## src/rtl/arb_pkg.sv

```systemverilog
// Shared types and constants for the 4-way request arbiter.
package arb_pkg;

  localparam int NUM_REQ = 4;
  localparam int ID_W    = 2;

  typedef enum logic [1:0] {
    IDLE    = 2'd0,
    GRANT   = 2'd1,
    RELEASE = 2'd2
  } arb_state_e;

  function automatic logic [NUM_REQ-1:0] id2onehot(input logic [ID_W-1:0] id);
    logic [NUM_REQ-1:0] v;
    v     = '0;
    v[id] = 1'b1;
    return v;
  endfunction

endpackage

```

## src/rtl/arb_prio_pick.sv

```systemverilog
// Combinational winner selection: fixed priority (highest index wins) or
// round robin (first set bit at or after start, ascending with wrap).
module arb_prio_pick
  import arb_pkg::*;
(
  input  logic [NUM_REQ-1:0] req,
  input  logic [ID_W-1:0]    start,
  input  logic               mode,
  output logic [ID_W-1:0]    win,
  output logic               any
);

  logic [ID_W-1:0] idx;

  always_comb begin
    win = '0;
    idx = '0;
    any = |req;
    if (mode) begin
      // Walk the ring backwards so the closest set bit to start is written last.
      for (int k = NUM_REQ - 1; k >= 0; k--) begin
        idx = start + ID_W'(k);
        if (req[idx]) win = idx;
      end
    end else begin
      for (int i = 0; i < NUM_REQ; i++) begin
        if (req[i]) win = ID_W'(i);
      end
    end
  end

endmodule

```

## src/rtl/rr_arbiter4.sv

```systemverilog
// Four-requester arbiter with fixed/round-robin selection, bounded hold time
// and a one-cycle release gap between grants.
//
//   state   | meaning
//   --------+-----------------------------------------------------------
//   IDLE    | no owner; any request is granted at the next edge
//   GRANT   | one owner holds gnt until done, request drop or hold limit
//   RELEASE | one-cycle gap, last_id updated for round-robin fairness
module rr_arbiter4
  import arb_pkg::*;
#(
  parameter int MAX_HOLD = 8
) (
  input  logic               clk,
  input  logic               rst_n,
  input  logic [NUM_REQ-1:0] req,
  input  logic               mode,
  input  logic               done,
  output logic [NUM_REQ-1:0] gnt,
  output logic [ID_W-1:0]    gnt_id,
  output logic               busy,
  output logic               timeout
);

  localparam logic [7:0] HOLD_LAST = 8'(MAX_HOLD - 1);

  arb_state_e         state_q, state_d;
  logic [7:0]         hold_cnt_q, hold_cnt_d;
  logic [ID_W-1:0]    last_id_q, last_id_d;
  logic [NUM_REQ-1:0] gnt_d;
  logic [ID_W-1:0]    gnt_id_d;
  logic               busy_d;
  logic               timeout_d;

  logic [ID_W-1:0]    pick_start;
  logic [ID_W-1:0]    pick_win;
  logic               pick_any;
  logic               owner_req;
  logic               hold_hit;

  assign pick_start = last_id_q + 1'b1;
  assign owner_req  = req[gnt_id];
  assign hold_hit   = (hold_cnt_q == HOLD_LAST);

  arb_prio_pick u_pick (
    .req   (req),
    .start (pick_start),
    .mode  (mode),
    .win   (pick_win),
    .any   (pick_any)
  );

  always_comb begin
    state_d    = state_q;
    hold_cnt_d = hold_cnt_q;
    last_id_d  = last_id_q;
    gnt_d      = gnt;
    gnt_id_d   = gnt_id;
    busy_d     = busy;
    timeout_d  = 1'b0;

    case (state_q)
      IDLE: begin
        gnt_d  = '0;
        busy_d = 1'b0;
        if (pick_any) begin
          state_d    = GRANT;
          gnt_d      = id2onehot(pick_win);
          gnt_id_d   = pick_win;
          busy_d     = 1'b1;
          hold_cnt_d = '0;
        end
      end

      GRANT: begin
        if (done || !owner_req || hold_hit) begin
          state_d   = RELEASE;
          gnt_d     = '0;
          busy_d    = 1'b0;
          // Only a pure hold-limit exit counts as a timeout.
          timeout_d = !done && owner_req && hold_hit;
        end else if (hold_cnt_q != 8'hFF) begin
          hold_cnt_d = hold_cnt_q + 8'd1;
        end
      end

      RELEASE: begin
        state_d   = IDLE;
        last_id_d = gnt_id;
        gnt_d     = '0;
        busy_d    = 1'b0;
      end

      default: begin
        state_d = IDLE;
        gnt_d   = '0;
        busy_d  = 1'b0;
      end
    endcase
  end

  always_ff @(posedge clk) begin
    if (!rst_n) begin
      state_q    <= IDLE;
      hold_cnt_q <= '0;
      last_id_q  <= 2'd3;
      gnt        <= '0;
      gnt_id     <= '0;
      busy       <= 1'b0;
      timeout    <= 1'b0;
    end else begin
      state_q    <= state_d;
      hold_cnt_q <= hold_cnt_d;
      last_id_q  <= last_id_d;
      gnt        <= gnt_d;
      gnt_id     <= gnt_id_d;
      busy       <= busy_d;
      timeout    <= timeout_d;
    end
  end

endmodule

```

## config.mk

```make
export PLATFORM = sky130hd
export DESIGN_NAME = rr_arbiter4
export DESIGN_NICKNAME = d
export VERILOG_FILES = /design/src/rtl/arb_pkg.sv /design/src/rtl/arb_prio_pick.sv /design/src/rtl/rr_arbiter4.sv
export SDC_FILE = /design/constraint.sdc
export NUM_CORES = 1
export LEC_CHECK = 0
export BUFFER_PORTS_ARGS = -buffer_cell sky130_fd_sc_hd__buf_2
export CORE_MARGIN = 3
export CORE_UTILIZATION = 55
export DETAILED_ROUTE_END_ITERATION = 7
export GPL_ROUTABILITY_DRIVEN = 0
export PLACE_DENSITY = 0.83
export SETUP_SLACK_MARGIN = 0.5
export SLEW_MARGIN = 20
export SYNTH_ARGS = -nofsm -noshare
export SYNTH_HDL_FRONTEND = slang
export SYNTH_SLANG_ARGS = --single-unit
export TNS_END_PERCENT = 10
```

## constraint.sdc

```tcl
create_clock -name clk -period 2.65 [get_ports clk]
set_input_delay 0.3975 -clock clk [delete_from_list [all_inputs] [get_ports clk]]
set_output_delay 0.3975 -clock clk [all_outputs]
set_load 0.02 [all_outputs]
```

### Word-level counts from Yosys, hierarchy flattened

Cells that the tools add are included.

* reductions and logical operators: 14
* mux-type cells: 33
* eq/ne operators: 8
* magnitude comparators: 7
* multiply operators: 0
* div/mod/pow operators: 0
* add/subtract/negate cells: 5
* shift operators: 0
* bitwise logic cells: 0

Operator list (count)
* $mux W8: 3
* $lt A2 B3 Y1 const B: 6
* $mux W2: 9
* $pmux W8 S2: 1
* $bmux W1 S2: 5
* $mux W1: 9
* $add A8 B1 Y8 const B: 1
* $eq A8 B3 Y1 const B: 1
* $mux W4: 2
* $ne A2 B2 Y1 const B: 4
* $ne A8 B8 Y1 const B: 1
* $pmux W4 S2: 1
* $add A2 B1 Y2 const B: 2
* $add A2 B2 Y2 const B: 2
* $pmux W2 S2: 1
* $reduce_and A2 Y1: 2
* $reduce_and A4 Y1: 1
* $reduce_or A4 Y1: 1
* $logic_and A1 B1 Y1: 3
* $reduce_and A3 Y1: 1
* $demux W1 S2: 1
* $eq A2 B1 Y1 const B: 1
* $eq A2 B2 Y1 const B: 1
* $ge A2 B1 Y1 const B: 1
* 5 further kinds: 7

* memories kept: 0
* memory bits (writable): 0
* logic and storage cells: 74
* bits in read-only memories: 0
* input bits: 8
* latch bits: 0
* output and inout bits: 8
* bits in registers: 20

### Logic depth before layout (Yosys ltp)

Gate-level depths: netlist (run 1).

* depth after elaboration: 15
* gate-level depth with buffers: 7
* mapped depth without buffers: 6

### Cells and area by module

A second synthesis (run 1) with hierarchy kept.

* cell total of the unflattened synthesis: 139
* area, all modules: 1141.1 µm²

Modules (own cells, without submodules)
* rr_arbiter4: area each 993.5 µm², cells an instance 114, seq. area each 400.4 µm², times used 1
* arb_prio_pick: area each 147.6 µm², cells an instance 25, seq. area each 0.0 µm², times used 1

### Worst setup path after synthesis (run 1)

Ideal clock, no wire load.

* path kind: register to register
* from: register hold_cnt_q[0]
* to: register hold_cnt_q[5]
* data arrival time: 1.760 ns
* setup time: 0.070 ns
* stages on the path, launching flop included: 7
* clock period less this slack: 1.830 ns
* buffers on the path: 0
* slack: 0.820 ns
* data required time: 2.580 ns
* path through: dfxtp_1 ha_1 and4_4 a221oi_4 nand4_2 or4_1 a21oi_1

* cells in the longest elaborated chain, start to end: 4
* elaborated cells between the ends (all ways): 10
* those cells by class: 1 x add/sub; 4 x eq/ne; 3 x mux; 2 x reduce/logical

Ends and longest elaborated chain
* start: declaration: line rr_arbiter4.sv:28 `logic [7:0] hold_cnt_q, hold_cnt_d;`
* start signal: assignment: line rr_arbiter4.sv:113 `hold_cnt_q <= hold_cnt_d;`
* $add A8 B1 Y8 / $eq A8 B3 Y1 (equally long branches): line rr_arbiter4.sv:83, rr_arbiter4.sv:43
* $mux W8 / $logic_or A1 B1 Y1 (equally long branches): line rr_arbiter4.sv:82, rr_arbiter4.sv:76
* $mux W8 / $ne A2 B2 Y1 (equally long branches)
* $pmux W8 S2 / $reduce_and A4 Y1 (equally long branches)

Parallel ways exist; a longest one is shown, timed or not. The select of a mux whose other input is x is not followed.
A chain may end at the register's enable or synchronous reset.

### Final worst setup path (run 1)

Same ends and word-level chain as after synthesis.

==> impl_metrics.csv, run 1 <==
group,metric,value,unit
job,cap_violations,0,
floorplan,die-area,2518,um^2
timing,relSlewSlack,73.20,%
global_routing,use_met3,3.858,%
logic_synthesis,ys_seq_area_share,37.30,%
clocking,clk_path_buf_depth,2,
global_routing,grt_pass1_wl,4015,um
critical_path,crit_path_top_delay_cell,"or4_1",
pwr,power.leakage,0.4774,nW
routing,vias,995,
global_routing,antenna_found_initial,0,
cells_and_area,fin_cells,165,
critical_path,cp_max_fo,7,
logic_synthesis,yosys_warnings,0,
logic_synthesis,synth_edf_count,0,
timing,post-route-period-util,74.56,%
floorplan,fp.coreArea,1783,um^2
cells_and_area,n_antenna_cell,0,
pwr,swShare,27.47,%
pwr,p_clk_share,34.3,%
routing,totalWireLength,2299,um
cells_and_area,nFillCells,152,
cells_and_area,final_util,68.84,%
logic_synthesis,synthCells,122,
placed_design,dp.final_hpwl,1782,um
clocking,htreeDepth,1,
clocking,insertion_delay,0.30,ns
placed_design,dpl_cell_area,1175,um^2
placed_design,dp.cells,161,
timing,hold_viol_final,0,
pwr,p_int,0.5265,mW
logic_synthesis,syn_area,1074,um^2
clocking,cts_resized,0,
critical_path,r2r_slack,0.67,ns
floorplan,die_height,50.18,um
routing,wl_per_cell,13.93,um
critical_path,r2r-start,"hold_cnt_q[0]$_SDFFE_PN0P_",
min_path,min_path_type,"in2reg",
global_routing,grt_pass1_vias,925,
global_routing,globalRoute.busiestLayer,"met2",
timing,setup_viol,0,
pwr,ir_worst_vdd,0.0005928,V
pwr,power_frac_seq,46.6,%
pwr,power.switching,0.1994,mW
cells_and_area,stdcell_area,1227,um^2
timing,period_needed,1.976,ns
critical_path,r2r-end,"hold_cnt_q[5]$_SDFFE_PN0P_",
status,outcome,"completed",
global_routing,grt_overflow_total,0,
logic_synthesis,syn-num-nets,131,
global_routing,grt_max_degree,14,
critical_path,crit_chain,"ha_1, and4_4, a221oi_4, nand4_2, or4_1, a21oi_1",
timing,tightest_slew,0.3987,ns
timing,rsz0062_at_grt,"false",
critical_path,r2r_cells,6,
floorplan,die_w,50.18,um
critical_path,slowest_delay,0.41,ns
global_routing,met2_usage,33.26,%
critical_path,cp_top_family,"simple AND/OR/NAND/NOR gates",
routing,drtAntennaViolNets,0,
clocking,path_clk_slew,0.12,ns
floorplan,rows,15,
clocking,tritoncts,"done",
critical_path,path_buf_inv,0,
placed_design,io_buffer_count,15,
logic_synthesis,synth-main-ff-cell,"dfxtp_1",
global_routing,grt_use_met1,25.97,%
clocking,cts_buffers,3,
routing,viasPerCell,6.030,
critical_path,cp.arrival,2.22,ns
critical_path,required,2.89,ns
cells_and_area,layout-drive-gt1-share,23.57,%
clocking,cts_hold_repair.buffers,0,
floorplan,ioPinCount,16,
logic_synthesis,synth_seq_cells,20,
pwr,p_comb_share,19.1,%
clocking,cts_sinks,20,
critical_path,cp-end-kind,"flop",
timing,max_clock_freq,506.1,MHz
clocking,postCtsSetupBuffers,0,
global_routing,track_usage,20.38,%
min_path,holdPathStages,2,
floorplan,start_util,60.21,%
cells_and_area,syn_to_final_growth,14.34,%
pwr,power_density,591.4,nW/um^2
logic_synthesis,postSynth.asyncResetShare,0,%
clocking,cts_root_buf,"clkbuf_4",
timing,fin_worst_skew,0.01164,ns
critical_path,path_class,"reg2reg",
min_path,holdPathEnd,"last_id_q[0]$_SDFFE_PN1N_",
logic_synthesis,synth_cell_types,44,
min_path,hold_start,"rst_n",
routing,drc_errors,0,
logic_synthesis,syn-mean-instance-area,8.799,um^2
timing,final_max_slew_viol_count,0,
critical_path,start_kind,"flop",
routing,drt_iter0_markers,23,
timing,setup_tns,0,ns
cells_and_area,nets,150,
routing,dr.pass1.iters,4,
flip-flops by register name, summed over array words and instances (netlist names):
register	cells
gnt_id	2
timeout	1
last_id_q	2
busy	1
hold_cnt_q	8
gnt	4
state_q	2
synth_stat cells, types with 3 or more instances:
cell / number / area share, %
nor3_1: 3 / 1.4
nand3_1: 3 / 1.4
inv_1: 5 / 1.7
dfxtp_1: 20 / 37
nor2_1: 5 / 1.7
nand2_1: 10 / 3.5
nor2b_1: 7 / 4.1
o21ai_0: 8 / 3.7
a21oi_1: 12 / 5.6
or3_1: 6 / 3.5
worst register-to-register path, cell delays in order, from the launching register on:
cell and delay [ns]:
dfxtp_1 0.37, ha_1 0.25, and4_4 0.21, a221oi_4 0.36, nand4_2 0.18, or4_1 0.41
a21oi_1 0.15
kinds of logic (layout without fill, tap and decap cells):
kind of cell	Yosys count	count (layout)	synth area share, %
buffers and inverters	7	25	2.914
adder cells (fa/ha/maj)	1	1	1.165
AND/OR/NAND/NOR	52	52	29.60
AO/OA/AOI/OAI	40	40	26.92
multiplexers	2	2	2.098
flip-flops	20	20	37.30
area by class of cell:
class	instances	area, um^2	area share, %
clock buffers	3	22.52	1.835
clock inverters	1	30.03	2.446
inverters	5	18.77	1.529
multi-input cells	95	641.9	52.29
flip-flops and latches	20	400.4	32.62
well taps	25	31.28	2.548
repair buffers	16	82.58	6.728
per-layer routing:
metal	up-vias	share of wire [%]
li1	500	-
met1	465	46
met2	24	48
met3	6	4.1
met4	0	1.9
met5	-	0
placed cells by master (no fill, tap or decap), drive strengths merged, types with 3 or more instances in the layout:
cell type / synthesis / final
nand2: 10 / 10
nand4: 3 / 3
dfxtp: 20 / 20
buf: 1 / 16
clkbuf: 1 / 3
nor2: 5 / 5
inv: 5 / 5
nor4: 3 / 3
or3: 7 / 7
nand3: 3 / 3
nor3: 4 / 4
and4: 3 / 3
a21oi: 12 / 12
o21ai: 9 / 9
nor2b: 7 / 7
stage by stage:
stage          worst slack (ns)  hold WS [ns]  power [mW]
2_1_floorplan            0.8203        0.4683      0.4437
3_3_place_gp             0.7628        0.4474      0.4756
3_5_place_dp             0.6761        0.4594      0.4826
4_1_cts                  0.6598        0.3350      0.7263
5_1_grt                  0.5405        0.3409      0.7639
6_report                 0.6742        0.3435      0.7259
worst max path at each step:
stage,to,cells after the start,from
finish,hold_cnt_q[5]$_SDFFE_PN0P_,6,hold_cnt_q[0]$_SDFFE_PN0P_
global route,hold_cnt_q[5]$_SDFFE_PN0P_,6,hold_cnt_q[0]$_SDFFE_PN0P_
global placement,hold_cnt_q[5]$_SDFFE_PN0P_,6,hold_cnt_q[0]$_SDFFE_PN0P_
floorplan,hold_cnt_q[5]$_SDFFE_PN0P_,6,hold_cnt_q[0]$_SDFFE_PN0P_
detailed placement,hold_cnt_q[5]$_SDFFE_PN0P_,6,hold_cnt_q[0]$_SDFFE_PN0P_
CTS,hold_cnt_q[5]$_SDFFE_PN0P_,6,hold_cnt_q[0]$_SDFFE_PN0P_
power by group through the flow:
stage / clock, mW / combinational [mW] / sequential (mW)
after floorplan: 0 / 0.0903 / 0.353
after global placement: 0 / 0.133 / 0.343
after detailed placement: 0 / 0.138 / 0.345
after CTS: 0.250 / 0.139 / 0.338
after global routing: 0.267 / 0.155 / 0.342
final: 0.249 / 0.139 / 0.338
(Power assumes the default switching activity.)
==> inputs of run 2 (changes only) <==
--- a/config.mk
+++ b/config.mk
@@ -5,12 +5,13 @@
 export SDC_FILE = /design/constraint.sdc
 export NUM_CORES = 1
 export LEC_CHECK = 0
+export ABC_AREA = 1
 export BUFFER_PORTS_ARGS = -buffer_cell sky130_fd_sc_hd__buf_2
 export CORE_MARGIN = 3
-export CORE_UTILIZATION = 55
+export CORE_UTILIZATION = 56
 export DETAILED_ROUTE_END_ITERATION = 7
 export GPL_ROUTABILITY_DRIVEN = 0
-export PLACE_DENSITY = 0.83
+export PLACE_DENSITY = 0.84
 export SETUP_SLACK_MARGIN = 0.5
 export SLEW_MARGIN = 20
 export SYNTH_ARGS = -nofsm -noshare
==> constraint.sdc (replaced) <==
create_clock -name clk -period 2 [get_ports clk]
set_input_delay 0.3 -clock clk [delete_from_list [all_inputs] [get_ports clk]]
set_output_delay 0.3 -clock clk [all_outputs]
set_load 0.02 [all_outputs]
==> impl_metrics.csv, run 2 <==
group,metric,value,unit
clocking,htreeDepth,1,
pwr,power,0.9990,mW
pwr,p_clk_share,19.7,%
timing,tightest_slew,0.6225,ns
cells_and_area,largest_reg_flops,8,
logic_synthesis,yosys_warnings,0,
logic_synthesis,synth.top_cell.area_share,33.02,%
cells_and_area,syn_to_final_growth,25.18,%
clocking,tritoncts,"done",
floorplan,start_util,60.56,%
cells_and_area,nets,222,
pwr,power.switching,0.3816,mW
routing,viasPerCell,5.853,
timing,rsz0062_at_grt,"true",
placed_design,place_ws,0.3352,ns
critical_path,cp_top_family,"simple AND/OR/NAND/NOR gates",
pwr,power.leakage,0.6604,nW
routing,drc_errors,0,
logic_synthesis,yosys.cell_count.top_type,"nand2_1",
logic_synthesis,postSynth.asyncResetShare,0,%
job,cap_violations,0,
timing,setup_tns,0,ns
timing,hold_viol_final,0,
cells_and_area,nFillCells,139,
floorplan,die-area,2759,um^2
routing,dr.pass1.iters,4,
timing,period_needed,1.569,ns
timing,final_max_slew_viol_count,0,
timing,relSlewSlack,58.45,%
global_routing,track_usage,23.57,%
critical_path,cp.arrival,1.80,ns
timing,finalWorstSetupSlack,0.4312,ns
placed_design,dp.final_hpwl,2131,um
logic_synthesis,synth-main-ff-cell,"dfxtp_1",
floorplan,ioPinCount,16,
pwr,p_comb_share,34.6,%
global_routing,grt_pass1_vias,1156,
cells_and_area,stdcell_area,1518,um^2
logic_synthesis,synthCells,187,
pwr,power_density,658.3,nW/um^2
routing,drtAntennaViolNets,0,
global_routing,antenna_found_initial,0,
logic_synthesis,synth_edf_count,0,
timing,post-route-period-util,78.44,%
status,outcome,"completed",
timing,setup_viol,0,
timing,fin_worst_skew,0.004689,ns
critical_path,path_class,"reg2reg",
routing,vias,1393,
logic_synthesis,syn_area,1212,um^2
clocking,path_clk_slew,0.11,ns
clocking,clk_path_buf_depth,2,
critical_path,cp-end-kind,"flop",
placed_design,dpl_cell_area,1301,um^2
logic_synthesis,synth_seq_cells,20,
placed_design,io_buffer_count,15,
critical_path,crit_path_top_delay_cell,"dfxtp_2",
clocking,cts_hold_repair.buffers,0,
floorplan,rows,16,
clocking,cts_root_buf,"clkbuf_4",
logic_synthesis,synth_area_leaders,"dfxtp_1 (33%), nand2_1 (15%), a21oi_1 (9.5%)",
global_routing,grt_pass1_wl,4802,um
logic_synthesis,syn-mean-instance-area,6.483,um^2
cells_and_area,layout_common_cells,"nand2_1 (38), inv_1 (18), nand2_2 (17), nand3_1 (17), a21oi_1 (17)",
pwr,ir_worst_vdd,0.0005432,V
pwr,power_frac_seq,45.7,%
clocking,cts_buffers,3,
min_path,holdPathStages,2,
logic_synthesis,syn-num-nets,196,
routing,wl_per_cell,14.21,um
critical_path,required,2.23,ns
critical_path,crit_chain,"ha_4, nand2_4, nor3_2, nand4_1, nand2_2, nand2_4, nand2_8, nand2_2, a21oi_1",
logic_synthesis,ys_seq_area_share,33.02,%
cells_and_area,regMostFlops,"hold_cnt_q",
logic_synthesis,synth_cell_types,24,
timing,holdWs,0.2369,ns
floorplan,die_w,52.53,um
cells_and_area,n_antenna_cell,0,
floorplan,fp.coreArea,2002,um^2
critical_path,slowest_delay,0.37,ns
cells_and_area,top_regs,"hold_cnt_q (8), gnt (4)",
critical_path,worst-path-stages,9,
routing,totalWireLength,3383,um
clocking,insertion_delay,0.31,ns
pwr,p_int,0.6174,mW
logic_synthesis,yosys.area.top_type,"dfxtp_1",
global_routing,grt_max_degree,17,
clocking,cts_sinks,20,
global_routing,grt_overflow_total,0,
cells_and_area,layout-drive-gt1-share,35.07,%
pwr,swShare,38.20,%
min_path,min_path_type,"in2reg",
critical_path,r2r_cells,9,
timing,max_clock_freq,637.4,MHz
critical_path,cp_max_fo,8,
cells_and_area,final_common_cell,"nand2_1",
critical_path,start_kind,"flop",
floorplan,die_height,52.53,um
logic_synthesis,yosys-top-cells-count,"nand2_1 (49), a21oi_1 (23), dfxtp_1 (20)",
critical_path,path_buf_inv,0,
routing,drt_iter0_markers,52,
## run 2: cell types whose count changed after synthesis, sizes merged, moves of 3 or more
cell	change
and4	-3
or3	-7
nand3	+15
nand2	+47
xor2	+3
nor2	+9
inv	+18
nor2b	-7
a21oi	+12
nor4	-3
nand4	+3
## run 2: worst paths after layout
| kind | startpoint | end | slack, ns |
|---|---|---|---|
| min | rst_n | state_q[0]$_SDFFE_PN0P_ | 0.24 |
| min reg2reg | gnt[1]$_SDFFE_PN0P_ | gnt[1]$_SDFFE_PN0P_ | 0.47 |
| max | hold_cnt_q[1]$_SDFFE_PN0P_ | hold_cnt_q[0]$_SDFFE_PN0P_ | 0.43 |
| max reg2reg | hold_cnt_q[1]$_SDFFE_PN0P_ | hold_cnt_q[0]$_SDFFE_PN0P_ | 0.43 |
## run 2: metal layers
metal / GRT usage (%) / routed length (um) / vias to the layer above
met3: 3.419 / 278 / 12
met5: 0 / 0 / -
met2: 39.26 / 1607 / 73
met4: 10.64 / 95 / 0
met1: 29.75 / 1402 / 637
li1: - / - / 671
## run 2: cells by family (layout without fill, tap and decap cells)
logic type	count (synthesis)	after routing	synth area share, %
buf+inv	26	49	9.390
fa+ha+maj	1	1	1.032
compound gates	36	36	16.00
xor+xnor	3	3	2.168
simple gates	101	102	38.39
flops	20	20	33.02
## run 2: power by group through the flow
stage          logic, mW  clock network, mW  registers, mW
4_1_cts            0.287              0.193          0.453
3_5_place_dp       0.270                  0          0.463
3_3_place_gp       0.260                  0          0.461
6_report           0.346              0.197          0.456
2_1_floorplan      0.191                  0          0.475
5_1_grt            0.382              0.211          0.461
## run 2: through the flow
step                      util (%)  instances
after global placement       65.00        227
after global routing         75.81        238
after CTS                    68.44        233
final                        75.81        238
after floorplan                  -        187
after detailed placement     65.00        227
## run 2: area by class of cell
type | count | area [um^2] | share of cell area (%)
tap | 27 | 33.78 | 2.226
inverter | 24 | 93.84 | 6.183
multi-input combinational | 142 | 818.3 | 53.92
timing repair buffer | 21 | 123.9 | 8.162
sequential | 20 | 420.4 | 27.70
clock buffer | 3 | 22.52 | 1.484
timing repair inverter | 1 | 5.005 | 0.3298
## run 2: repair_timing
item | in CTS | in global routing
setup buffers | 2 | 4
endpoints found under the setup margin | 14 | 16
gates cloned | 1 | 1
pin swaps | 3 | 10
gates resized for setup | 9 | 35
## run 2: worst register-to-register path, delay by kind of cell (launching register included)
kind                       cells  cell delay, ns
DFF                            1            0.37
adders and majority gates      1            0.16
AOI/OAI and AO/OA              1            0.15
and+or+nand+nor                7            0.81
==> inputs of run 3 (changes only) <==
--- a/config.mk
+++ b/config.mk
@@ -8,10 +8,10 @@
 export ABC_AREA = 1
 export BUFFER_PORTS_ARGS = -buffer_cell sky130_fd_sc_hd__buf_2
 export CORE_MARGIN = 3
-export CORE_UTILIZATION = 56
+export CORE_UTILIZATION = 50
 export DETAILED_ROUTE_END_ITERATION = 7
 export GPL_ROUTABILITY_DRIVEN = 0
-export PLACE_DENSITY = 0.84
+export PLACE_DENSITY = 0.79
 export SETUP_SLACK_MARGIN = 0.5
 export SLEW_MARGIN = 20
 export SYNTH_ARGS = -nofsm -noshare
==> constraint.sdc (replaced) <==
create_clock -name clk -period 1.4 [get_ports clk]
set_input_delay 0.21 -clock clk [delete_from_list [all_inputs] [get_ports clk]]
set_output_delay 0.21 -clock clk [all_outputs]
set_load 0.02 [all_outputs]
==> impl_metrics.csv, run 3 (same netlist as run 2, synthesis figures left out) <==
group,metric,value,unit
placed_design,dpl_cell_area,1503,um^2
job,cap_violations,0,
cells_and_area,largest_reg_flops,8,
global_routing,globalRoute.busiestLayer,"met2",
critical_path,path_class,"reg2reg",
min_path,min_path_type,"in2reg",
routing,viasPerCell,5.668,
cells_and_area,stdcell_area,1722,um^2
clocking,tritoncts,"done",
critical_path,r2r_cells,9,
floorplan,start_util,53.77,%
floorplan,rows,17,
pwr,ir_worst_vdd,0.0009920,V
global_routing,grt_pass1_vias,1344,
timing,fin_worst_skew,0.002448,ns
pwr,power_density,937.0,nW/um^2
placed_design,io_buffer_count,15,
routing,totalWireLength,3850,um
timing,setup_tns,-1.616,ns
clocking,clk_path_buf_depth,2,
critical_path,cp.arrival,1.85,ns
clocking,path_clk_slew,0.12,ns
status,outcome,"finished with violations",
critical_path,cp_max_fo,7,
placed_design,place_ws,-0.1531,ns
routing,drtAntennaViolNets,0,
global_routing,use_met3,3.271,%
cells_and_area,n_antenna_cell,0,
clocking,cts_buffers,3,
cells_and_area,regArea,421.7,um^2
placed_design,dp.final_hpwl,2419,um
timing,hold_viol_final,0,
cells_and_area,layout-drive-gt1-share,39.74,%
clocking,htreeDepth,1,
cells_and_area,nets,244,
routing,dr.pass1.iters,4,
floorplan,fp.coreArea,2255,um^2
global_routing,track_usage,24.03,%
clocking,cts_root_buf,"clkbuf_4",
critical_path,crit_path_top_delay_cell,"dfxtp_2",
timing,rsz0062_at_grt,"true",
timing,tightest_slew,0.4718,ns
global_routing,grt_use_met1,30.78,%
global_routing,met2_usage,41.05,%
critical_path,cpMostUsedCell,"nand2_4",
cells_and_area,layout_common_cells,"nand2_1 (43), buf_4 (33), inv_1 (18), a21oi_1 (18), nand3_1 (15)",
floorplan,die-area,3051,um^2
cells_and_area,multi_input_area,795.8,um^2
cells_and_area,regMostFlops,"hold_cnt_q",
clocking,insertion_delay,0.32,ns
floorplan,die_height,55.24,um
timing,max_clock_freq,634.3,MHz
critical_path,required,1.67,ns
pwr,power.leakage,0.7838,nW
routing,drt_iter0_markers,47,
critical_path,crit_chain,"ha_4, nand2_4, nor3_4, nand4_1, nand2_2, nand2_4, buf_4, nor2_2, and3b_1",
timing,period_needed,1.576,ns
global_routing,grt_max_degree,12,
global_routing,grt_pass1_wl,6009,um
critical_path,slowest_delay,0.37,ns
clocking,cts_sinks,20,
timing,post-route-period-util,112.6,%
cells_and_area,syn_to_final_growth,42.00,%
cells_and_area,final_common_cell,"nand2_1",
timing,setup_viol,15,
routing,wl_per_cell,14.69,um
global_routing,grt_overflow_total,0,
min_path,holdPathStages,2,
routing,vias,1485,
cells_and_area,top_regs,"hold_cnt_q (8), gnt (4)",
critical_path,start_kind,"flop",
global_routing,antenna_found_initial,0,
cells_and_area,nFillCells,158,
timing,final_max_slew_viol_count,0,
floorplan,die_w,55.24,um
clocking,cts_hold_repair.buffers,0,
timing,relSlewSlack,68.41,%
floorplan,ioPinCount,16,
critical_path,cp-end-kind,"flop",
status,failed_checks,"setup timing",
timing,finalWorstSetupSlack,-0.1765,ns
routing,drc_errors,0,
## run 3: changes by cell type in the layout (fill, tap and decap cells not counted), moves of 3 or more
cell | previous run | this run
nand2_4 | 2 | 5
nor2_2 | 1 | 4
nand2_2 | 17 | 9
buf_4 | 5 | 33
buf_6 | 1 | 5
nand2_1 | 38 | 43
buf_2 | 15 | 7
## run 3: area by class of cell
cell class,instances,area share (%)
multi-input cells,141,46.22
flip-flops and latches,20,24.49
repair buffers,45,19.69
inverters,24,5.451
clock buffers,4,2.108
well taps,28,2.035
## run 3: worst max-delay path, delay by kind of cell (launching register included)
kind | cells | cell delay, ns
and+or+nand+nor | 7 | 0.85
DFF | 1 | 0.37
adders and majority gates | 1 | 0.16
buffers and inverters | 1 | 0.15
## run 3: metal layers
layer	vias to the layer above	part of all wire (%)
li1	711	-
met1	708	42
met2	57	49
met3	9	6.5
met4	0	2.5
met5	-	0
## run 3: through the flow
step                total power [mW]  hold WS, ns  cells  utilization, %
floorplan                     0.9582       0.3278    187               -
global placement               1.098       0.4520    251           66.65
detailed placement             1.112       0.4544    251           66.65
CTS                            1.505       0.1233    257           72.03
global route                   1.698       0.1335    262           76.36
finish                         1.613       0.1269    262           76.36
## run 3: final timing paths
| kind | slack, ns | start | end |
|---|---|---|---|
| worst max-delay path | -0.18 | hold_cnt_q[1]$_SDFFE_PN0P_ | timeout$_SDFF_PN0_ |
| worst min-delay path | 0.13 | rst_n | state_q[0]$_SDFFE_PN0P_ |
| worst min register to register | 0.49 | gnt[2]$_SDFFE_PN0P_ | gnt[2]$_SDFFE_PN0P_ |
| worst max register to register | -0.18 | hold_cnt_q[1]$_SDFFE_PN0P_ | timeout$_SDFF_PN0_ |
## run 3: what timing repair did
item / 4_1_cts / 5_1_grt
resized for setup: 24 / 18
endpoints found under the setup margin: 26 / 28
pin swaps: 7 / 2
setup buffers: 2 / 5
## run 3: where the power goes
part	switching [mW]	internal, mW	total, mW
combinational	0.361	0.243	0.603
sequential	0.0363	0.611	0.648
clock	0.203	0.159	0.362
total	0.600	1.01	1.61
